[config.mk]
export PLATFORM = sky130hd
export DESIGN_NAME = mp_mem_arbiter
export DESIGN_NICKNAME = d
export VERILOG_FILES = /design/src/rtl/mp_mem_arbiter_pkg.sv /design/src/rtl/mp_rr_arb2.sv /design/src/rtl/mp_mem_arbiter.sv
export SDC_FILE = /design/constraint.sdc
export NUM_CORES = 1
export LEC_CHECK = 0
export CAP_MARGIN = 20
export CORE_UTILIZATION = 48
export DETAILED_ROUTE_END_ITERATION = 8
export HOLD_SLACK_MARGIN = 0.06
export MAX_ROUTING_LAYER = met4
export PLACE_DENSITY = 0.78
export RECOVER_POWER = 25
export SLEW_MARGIN = 10
export SYNTH_ARGS = -nofsm -noshare
export SYNTH_HDL_FRONTEND = slang
export SYNTH_SLANG_ARGS = --single-unit
export TNS_END_PERCENT = 1
[constraint.sdc]
create_clock -name sys_clk -period 7.4 [get_ports sys_clk]
set_clock_uncertainty 0.05 [all_clocks]
set_input_delay 1.48 -clock sys_clk [delete_from_list [all_inputs] [get_ports sys_clk]]
set_output_delay 1.48 -clock sys_clk [all_outputs]
set_load 0.01 [all_outputs]
[src/rtl/mp_mem_arbiter_pkg.sv]
// Shared mp_ constants: FSM encoding, line geometry and parameter defaults
// for the I$/D$ memory arbiter.
package mp_mem_arbiter_pkg;

   localparam int MP_BEATS   = 4;
   localparam int MP_TIMEOUT = 255;
   localparam int MP_ADDR_W  = 16;
   localparam int MP_BEAT_W  = 32;
   localparam int MP_LINE_W  = 128;

   // Owner encoding doubles as the round-robin "last granted" value.
   localparam logic MP_OWN_IC = 1'b0;
   localparam logic MP_OWN_DC = 1'b1;

   typedef enum logic [1:0] {
      ST_IDLE = 2'd0,
      ST_CMD  = 2'd1,
      ST_BEAT = 2'd2,
      ST_RESP = 2'd3
   } mp_state_e;

endpackage

[src/rtl/mp_rr_arb2.sv]
// Two-way round-robin picker: a lone requester wins, a tie goes to the side
// that was not granted last. Grant is one-hot, or zero with no request.
module mp_rr_arb2 (
   input  logic [1:0] req,
   input  logic       last,
   output logic [1:0] grant
);

   always_comb begin
      grant = 2'b00;
      case (req)
         2'b01:   grant = 2'b01;
         2'b10:   grant = 2'b10;
         2'b11:   grant = last ? 2'b01 : 2'b10;
         default: grant = 2'b00;
      endcase
   end

endmodule

[src/rtl/mp_mem_arbiter.sv]
// Arbitrates I$ fills and D$ fills/writebacks onto a single beat-based memory
// bus, with a watchdog that completes a stalled transaction with err.
module mp_mem_arbiter
   import mp_mem_arbiter_pkg::*;
#(
   parameter int BEATS   = MP_BEATS,
   parameter int TIMEOUT = MP_TIMEOUT
) (
   input  logic                 sys_clk,
   input  logic                 sys_rst_n,
   input  logic                 ic_req,
   input  logic [MP_ADDR_W-1:0] ic_addr,
   output logic                 ic_done,
   input  logic                 dc_req,
   input  logic                 dc_rwn,
   input  logic [MP_ADDR_W-1:0] dc_addr,
   input  logic [MP_LINE_W-1:0] dc_wdata,
   output logic                 dc_done,
   output logic [MP_LINE_W-1:0] line_rdata,
   output logic                 err,
   output logic                 bus_req,
   input  logic                 bus_gnt,
   output logic                 bus_rwn,
   output logic [MP_ADDR_W-1:0] bus_addr,
   input  logic                 bus_beat,
   output logic [MP_BEAT_W-1:0] bus_wdata,
   input  logic [MP_BEAT_W-1:0] bus_rdata
);

   localparam int CNT_W = $clog2(BEATS);
   localparam int WD_W  = $clog2(TIMEOUT + 1);

   mp_state_e            state_q;
   logic                 owner_q;
   logic                 rwn_q;
   logic                 last_q;
   logic [MP_ADDR_W-1:0] addr_q;
   logic [MP_LINE_W-1:0] buf_q;
   logic [MP_LINE_W-1:0] buf_d;
   logic [MP_LINE_W-1:0] line_q;
   logic [CNT_W-1:0]     cnt_q;
   logic [WD_W-1:0]      wdog_q;
   logic                 bus_req_q;
   logic                 ic_done_q;
   logic                 dc_done_q;
   logic                 err_q;
   logic [1:0]           grant;
   logic                 wd_hit;

   mp_rr_arb2 u_rr (
      .req   ({dc_req, ic_req}),
      .last  (last_q),
      .grant (grant)
   );

   assign wd_hit = (wdog_q == WD_W'(TIMEOUT));

   // Buffer contents including the beat arriving this cycle, so the last
   // read beat lands in line_rdata on the same edge that raises done.
   always_comb begin
      buf_d = buf_q;
      if (rwn_q) buf_d[MP_BEAT_W*cnt_q +: MP_BEAT_W] = bus_rdata;
   end

   always_ff @(posedge sys_clk or negedge sys_rst_n) begin
      if (!sys_rst_n) begin
         state_q   <= ST_IDLE;
         owner_q   <= MP_OWN_IC;
         rwn_q     <= 1'b1;
         last_q    <= MP_OWN_DC;
         addr_q    <= '0;
         buf_q     <= '0;
         line_q    <= '0;
         cnt_q     <= '0;
         wdog_q    <= '0;
         bus_req_q <= 1'b0;
         ic_done_q <= 1'b0;
         dc_done_q <= 1'b0;
         err_q     <= 1'b0;
      end else begin
         ic_done_q <= 1'b0;
         dc_done_q <= 1'b0;
         err_q     <= 1'b0;
         case (state_q)
            ST_IDLE: begin
               if (|grant) begin
                  owner_q   <= grant[1];
                  rwn_q     <= grant[1] ? dc_rwn : 1'b1;
                  addr_q    <= grant[1] ? dc_addr : ic_addr;
                  if (grant[1] && !dc_rwn) buf_q <= dc_wdata;
                  wdog_q    <= '0;
                  bus_req_q <= 1'b1;
                  state_q   <= ST_CMD;
               end
            end
            ST_CMD: begin
               if (bus_gnt) begin
                  bus_req_q <= 1'b0;
                  cnt_q     <= '0;
                  wdog_q    <= '0;
                  state_q   <= ST_BEAT;
               end else if (wd_hit) begin
                  bus_req_q <= 1'b0;
                  line_q    <= '0;
                  err_q     <= 1'b1;
                  ic_done_q <= (owner_q == MP_OWN_IC);
                  dc_done_q <= (owner_q == MP_OWN_DC);
                  state_q   <= ST_RESP;
               end else begin
                  wdog_q <= wdog_q + 1'b1;
               end
            end
            ST_BEAT: begin
               if (bus_beat) begin
                  buf_q  <= buf_d;
                  cnt_q  <= cnt_q + 1'b1;
                  wdog_q <= '0;
                  if (cnt_q == CNT_W'(BEATS - 1)) begin
                     line_q    <= buf_d;
                     ic_done_q <= (owner_q == MP_OWN_IC);
                     dc_done_q <= (owner_q == MP_OWN_DC);
                     state_q   <= ST_RESP;
                  end
               end else if (wd_hit) begin
                  line_q    <= '0;
                  err_q     <= 1'b1;
                  ic_done_q <= (owner_q == MP_OWN_IC);
                  dc_done_q <= (owner_q == MP_OWN_DC);
                  state_q   <= ST_RESP;
               end else begin
                  wdog_q <= wdog_q + 1'b1;
               end
            end
            ST_RESP: begin
               last_q  <= owner_q;
               state_q <= ST_IDLE;
            end
            default: state_q <= ST_IDLE;
         endcase
      end
   end

   assign ic_done    = ic_done_q;
   assign dc_done    = dc_done_q;
   assign err        = err_q;
   assign line_rdata = line_q;
   assign bus_req    = bus_req_q;
   assign bus_rwn    = rwn_q;
   assign bus_addr   = addr_q & 16'hFFF0;
   assign bus_wdata  = buf_q[MP_BEAT_W*cnt_q +: MP_BEAT_W];

endmodule

Word-level counts from Yosys, hierarchy flattened
Index checks and enable logic that the tools add are counted.
Widths: inputs -> output; s select.
{"block": "totals", "inputBits": 199, "register_bits": 291, "out_inout_bits": 181}
{"block": "op_classes", "addsub": 3, "eq_ne": 15, "reduce_logical": 15, "n_mux": 47, "bitwise_logic": 1, "n_shift": 3}
{"op": "$mux 128", "count": 8}
{"op": "$pmux 128 s2", "count": 2}
{"op": "$bwmux 128", "count": 1}
{"op": "$shift 32x34->128 const A", "count": 1}
{"op": "$shiftx 128x8->32", "count": 1}
{"op": "$shiftx 32x34->128", "count": 1}
{"op": "$neg 7->34", "count": 1}
{"op": "$mux 8", "count": 4}
{"op": "$pmux 8 s3", "count": 1}
{"op": "$mux 16", "count": 1}
{"op": "$mux 2", "count": 8}
{"op": "$mux 1", "count": 15}
{"op": "$eq 2x2->1 const B", "count": 5}
{"op": "$ne 2x2->1 const B", "count": 5}
{"op": "$reduce_and 3->1", "count": 3}
{"op": "$add 8x1->8 const B", "count": 1}
{"op": "$eq 8x8->1 const B", "count": 1}
{"op": "$pmux 1 s2", "count": 4}
{"op": "$pmux 2 s4", "count": 1}
{"op": "$ne 3x3->1 const B", "count": 2}
{"op": "$pmux 2 s3", "count": 1}
{"op": "$reduce_and 2->1", "count": 3}
{"op": "$reduce_bool 2->1", "count": 3}
{"op": "$eq 2x1->1 const B", "count": 2}
{"op": "9 further kinds", "count": 9}

Longest topological paths before layout
{"block": "depth", "depth_word": 7, "depth_mapped": 11, "depth_no_buf": 6}

Modules after synthesis
From an unflattened synthesis, not the netlist that was laid out.
{"block": "unflattened", "cells_unflattened": 1324, "hier_area_um2": 14477.6}
{"mod": "mp_mem_arbiter", "seq_area_each_um2": 7184.4, "instances": 1, "area_per_inst_um2": 14458.9, "cells_per_inst": 1321}
{"mod": "mp_rr_arb2", "seq_area_each_um2": 0.0, "instances": 1, "area_per_inst_um2": 18.8, "cells_per_inst": 3}

Least setup slack after synthesis
No wires, ideal clock.
{"block": "synth_timing", "kind": "register to output", "startpoint": "register cnt_q[0]", "endpoint": "output bus_wdata[0]", "required_ns": 5.870, "slack_ns": 4.347, "path_buffers": 2, "stages_incl_launch_ff": 4, "t_arrival_ns": 1.523, "path_cell_list": "dfrtp_1 > buf_2 > buf_2 > mux4_2"}
{"block": "synth_via", "elab_chain_len": 1}
{"item": "start: declaration", "line_no": "mp_mem_arbiter.sv:41", "source": "logic [CNT_W-1:0] cnt_q;"}
{"item": "start signal: assignment", "line_no": "mp_mem_arbiter.sv:116", "source": "cnt_q <= cnt_q + 1'b1;"}
{"item": "$shiftx 128x8->32", "line_no": "mp_mem_arbiter.sv:150", "source": "assign bus_wdata = buf_q[MP_BEAT_W*cnt_q +: MP_BEAT_W];"}
{"item": "end: declaration", "line_no": "mp_mem_arbiter.sv:26", "source": "output logic [MP_BEAT_W-1:0] bus_wdata,"}
Every way passes these cells.

Worst setup path after layout
{"block": "layout_timing", "startpoint": "register cnt_q[0]", "endpoint": "output bus_wdata[26]"}
Same word-level chain as after synthesis.

==> out/qor.log <==
INFO  sta            fmax=0.197GHz
INFO  run_status     status=finished, violations left
INFO  sta            post-route-period-util=68.4%
INFO  worst_hold_path worstHoldPathType=register to register
INFO  synthesis      syn_area=0.0143mm²
INFO  routing        drtIter0Drc=1815
INFO  sta            setup_viol=0
INFO  synthesis      yosys_warnings=0
INFO  floorplanning  std_cell_rows=62
INFO  routing        drc=0
INFO  finish         multiInputGateArea=0.00626mm²
INFO  synthesis      post_synth_fa_ha_maj_area_fraction=1.05%
INFO  placement      place_hpwl=33.0mm
INFO  floorplanning  initial_utilization=49.2%
INFO  finish         syn_to_layout_area_delta=34.2%
INFO  routing        viasPerCell=6.72
INFO  global_routing global_route.usage.met1=46.0%
INFO  finish         layout.filler_cells=2246
INFO  finish         ff_latch_area=0.00719mm²
INFO  sta            timing.final.hold_violations=0
INFO  synthesis      yosys.area_share.xor_xnor=0.0613%
INFO  floorplanning  die_w=175µm
INFO  sta            maxSlewHeadroom=-118%
INFO  clock_network  tritoncts.num_buffers=30
INFO  sta            timing.final.crit_period=5.06ns
INFO  synthesis      synth_seq_area_share=50.3%
INFO  synthesis      yosys-mux-area-fraction=6.13%
INFO  sta            hold-worst-slack=0.433ns
INFO  placement      gp_congestion=0.892
INFO  sta            slew_violations=163
INFO  global_routing antenna_violations_before_repair=2
INFO  clock_network  root_buffer=sky130_fd_sc_hd__clkbuf_16
INFO  synthesis      netlist_instances=1281
INFO  global_routing first_pass_grt_wire_length=79.8mm
INFO  synthesis      main_combinational_cell_family_by_area_after_synthesis=compound AO/OA/AOI/OAI gates
INFO  synthesis      yosys.cell_types.count=63
INFO  synthesis      synth_compound_area_share=29.0%
INFO  routing        firstDrtPassIters=6
INFO  setup_path     critical_path_peak_fanout=26
INFO  synthesis      synth_enable_flop_cells=0
INFO  synthesis      ys.flop_type=sky130_fd_sc_hd__dfrtp_1
INFO  setup_path     worst-r2r-cell-count=7
INFO  synthesis      proportion_of_register_bits_with_asynchronous_set_or_reset_after_synthesis=100%
INFO  routing        routed_wire_length_per_instance=26.4µm
INFO  global_routing largest_net_degree_at_the_start_of_global_routing=128
INFO  global_routing grt_remaining_overflow=0
INFO  clock_network  ctsHoldBuffers=0
INFO  global_routing globalRoute.busiestLayer=met2
INFO  clock_network  cts.htree.levels=1
INFO  setup_path     timing.critical_path.slowest_cell_delay=1.20ns
INFO  setup_path     crit_slowest_cell=sky130_fd_sc_hd__dfrtp_1
INFO  floorplanning  floorplan.die_area=0.0305mm²
INFO  synthesis      synth.avg_cell_area=11.2µm²
INFO  clock_network  ctsLongestPathBuffers=3
INFO  power_and_ir_drop power.leakage=8.11nW
INFO  synthesis      cell_type_with_the_largest_total_area_after_synthesis=sky130_fd_sc_hd__dfrtp_1
INFO  power_and_ir_drop vdd_ir_drop_max=0.285mV
INFO  placement      port_buffers=367
INFO  routing        wl=52.5mm
INFO  routing        postRouteAntennaNets=0
INFO  global_routing grt.met3_usage=7.55%
INFO  clock_network  cts.sink_count=287
INFO  flow_run       drv_cap=2
INFO  setup_path     critPathLaunchType=register
INFO  sta            fin_ws=2.34ns
INFO  worst_hold_path cells_on_worst_hold_path=2
INFO  finish         num-nets-final=1791
INFO  clock_network  ctsResizeCount=0
INFO  global_routing grtUsageMet2=53.2%
INFO  synthesis      netlist.area_leader.share=49.9%
INFO  floorplanning  io_pins=380
INFO  routing        vias=13.4k
INFO  clock_network  worstSkewPairLatency=0.55ns
INFO  sta            rsz0062_at_grt=no
INFO  floorplanning  core-area=0.0290mm²
INFO  sta            max_slew.worst_pin.slew=3.27ns
INFO  sta            timing.setup.tns=0ns
INFO  global_routing first_global_vias=13.3k
INFO  clock_network  tritoncts=yes
INFO  finish         most_used_cells_in_the_layout_excluding_fill_and_tap_cells=sky130_fd_sc_hd__clkdlybuf4s50_1 (365), sky130_fd_sc_hd__dfrtp_1 (284), sky130_fd_sc_hd__o2bb2ai_1 (128), sky130_fd_sc_hd__inv_1 (105), sky130_fd_sc_hd__a22oi_1 (101)
INFO  synthesis      area_contributors_post_synth=sky130_fd_sc_hd__dfrtp_1 (50%), sky130_fd_sc_hd__o2bb2ai_1 (7.8%), sky130_fd_sc_hd__a22o_1 (6.1%)
INFO  setup_path     path_cells=buf_4 -> mux4_2 -> clkdlybuf4s50_1
INFO  finish         post_route_cells_drive_above_1_share=8.18%
INFO  floorplanning  die_height=175µm
INFO  power_and_ir_drop total_power=0.00714W
INFO  clock_network  postCtsSetupBuffers=0
INFO  setup_path     timing.critical_path.required=5.87ns
INFO  setup_path     critical_path_class=register to output pin
INFO  clock_network  cts.clk_slew.worst_paths=0.06ns
INFO  global_routing global_route.usage.total=35.2%
INFO  finish         final_design_utilization=66.1%
INFO  setup_path     crit_path_end_kind=output pin
INFO  placement      placement.setup.worst_slack=2.77ns
INFO  synthesis      synth-simple-area-share=6.77%
INFO  run_status     failed_checks=capacitance limit, slew limit
INFO  setup_path     arrival=3.53ns
INFO  power_and_ir_drop power_density=372mW/mm²
INFO  finish         layout.cells.most_common=sky130_fd_sc_hd__clkdlybuf4s50_1
INFO  synthesis      flop_and_latch_count_out_of_synthesis=287
## cells by family after synthesis
logic type	after synthesis
AO/OA/AOI/OAI	535
XOR/XNOR	1
adder cells (fa/ha/maj)	12
buffers and inverters	227
flip-flops	287
multiplexers	47
other	1
AND/OR/NAND/NOR	171
## cell usage after synthesis, types with 3 or more instances
library cell                number
sky130_fd_sc_hd__and3_1         14
sky130_fd_sc_hd__buf_4           7
sky130_fd_sc_hd__buf_1           4
sky130_fd_sc_hd__a22o_1        100
sky130_fd_sc_hd__a221o_1        32
sky130_fd_sc_hd__mux2i_1        13
sky130_fd_sc_hd__nand2_1        55
sky130_fd_sc_hd__o21ai_0        23
sky130_fd_sc_hd__dfrtp_1       285
sky130_fd_sc_hd__and2_1         21
sky130_fd_sc_hd__nand2b_1        4
sky130_fd_sc_hd__ha_1           12
sky130_fd_sc_hd__a21oi_1        35
sky130_fd_sc_hd__or3_1           4
sky130_fd_sc_hd__o22ai_1        92
sky130_fd_sc_hd__clkbuf_1       67
sky130_fd_sc_hd__nor3b_1         3
sky130_fd_sc_hd__buf_6           3
sky130_fd_sc_hd__o21ai_1         4
sky130_fd_sc_hd__o22ai_2         4
sky130_fd_sc_hd__nand3_1         6
sky130_fd_sc_hd__mux4_2         32
sky130_fd_sc_hd__a22oi_1       101
sky130_fd_sc_hd__inv_1         105
sky130_fd_sc_hd__buf_2          41
sky130_fd_sc_hd__nor2b_1        29
sky130_fd_sc_hd__o2bb2ai_1     128
sky130_fd_sc_hd__nor2_1         10
sky130_fd_sc_hd__nor4_1          6
## worst paths after layout
kind / startpoint / to / slack (ns)
hold reg to reg: addr_q[15] / addr_q[15] / 0.43
max in group asynchronous: sys_rst_n / line_rdata[121] / 2.42
setup / recovery: cnt_q[0] / bus_wdata[26] / 2.34
min in group asynchronous: sys_rst_n / line_rdata[4] / 1.92
setup reg to reg: cnt_q[0] / buf_q[26] / 2.40
hold / removal: addr_q[15] / addr_q[15] / 0.43
## metrics by stage
step                      cell area, µm²  cells
after floorplan                    14300   1284
after global placement             18100   1929
after detailed placement           18100   1930
after CTS                          19200   1983
after global routing               19200   1987
final                              19200   1988
## metal layers
metal	share of wire, %	up-vias
met3	11	179
li1	-	5523
met4	4.3	0
met5	0	-
met1	39	6632
met2	46	1018
## critical path, delay by kind of cell (launching register included)
family   cells  cell delay [ns]
buf+inv      2             1.13
flops        1             1.20
mux          1             0.63
## layout make-up
type	count	share of cell area [%]
diodes	3	0.0392
clock buffers	45	4.69
clock inverters	8	0.613
inverters	105	2.06
multi-input cells	770	32.7
flip-flops and latches	287	37.5
well taps	384	2.51
repair buffers	386	20.0
## where the power goes
group          internal [W]  total, W  switching, W
Combinational       0.00141   0.00318       0.00177
Sequential          0.00200   0.00238      0.000376
Clock              0.000935   0.00158      0.000641
## sequential cells by signal (all words and copies together) (netlist names)
signal,count
dc_done,1
buf_q,128
bus_rwn,1
owner_q,1
ic_done,1
cnt_q,2
err,1
addr_q,12
wdog_q,8
line_rdata,128
last_q,1
state_q,2
bus_req,1
No activity file was read; power rests on OpenSTA's default activity.
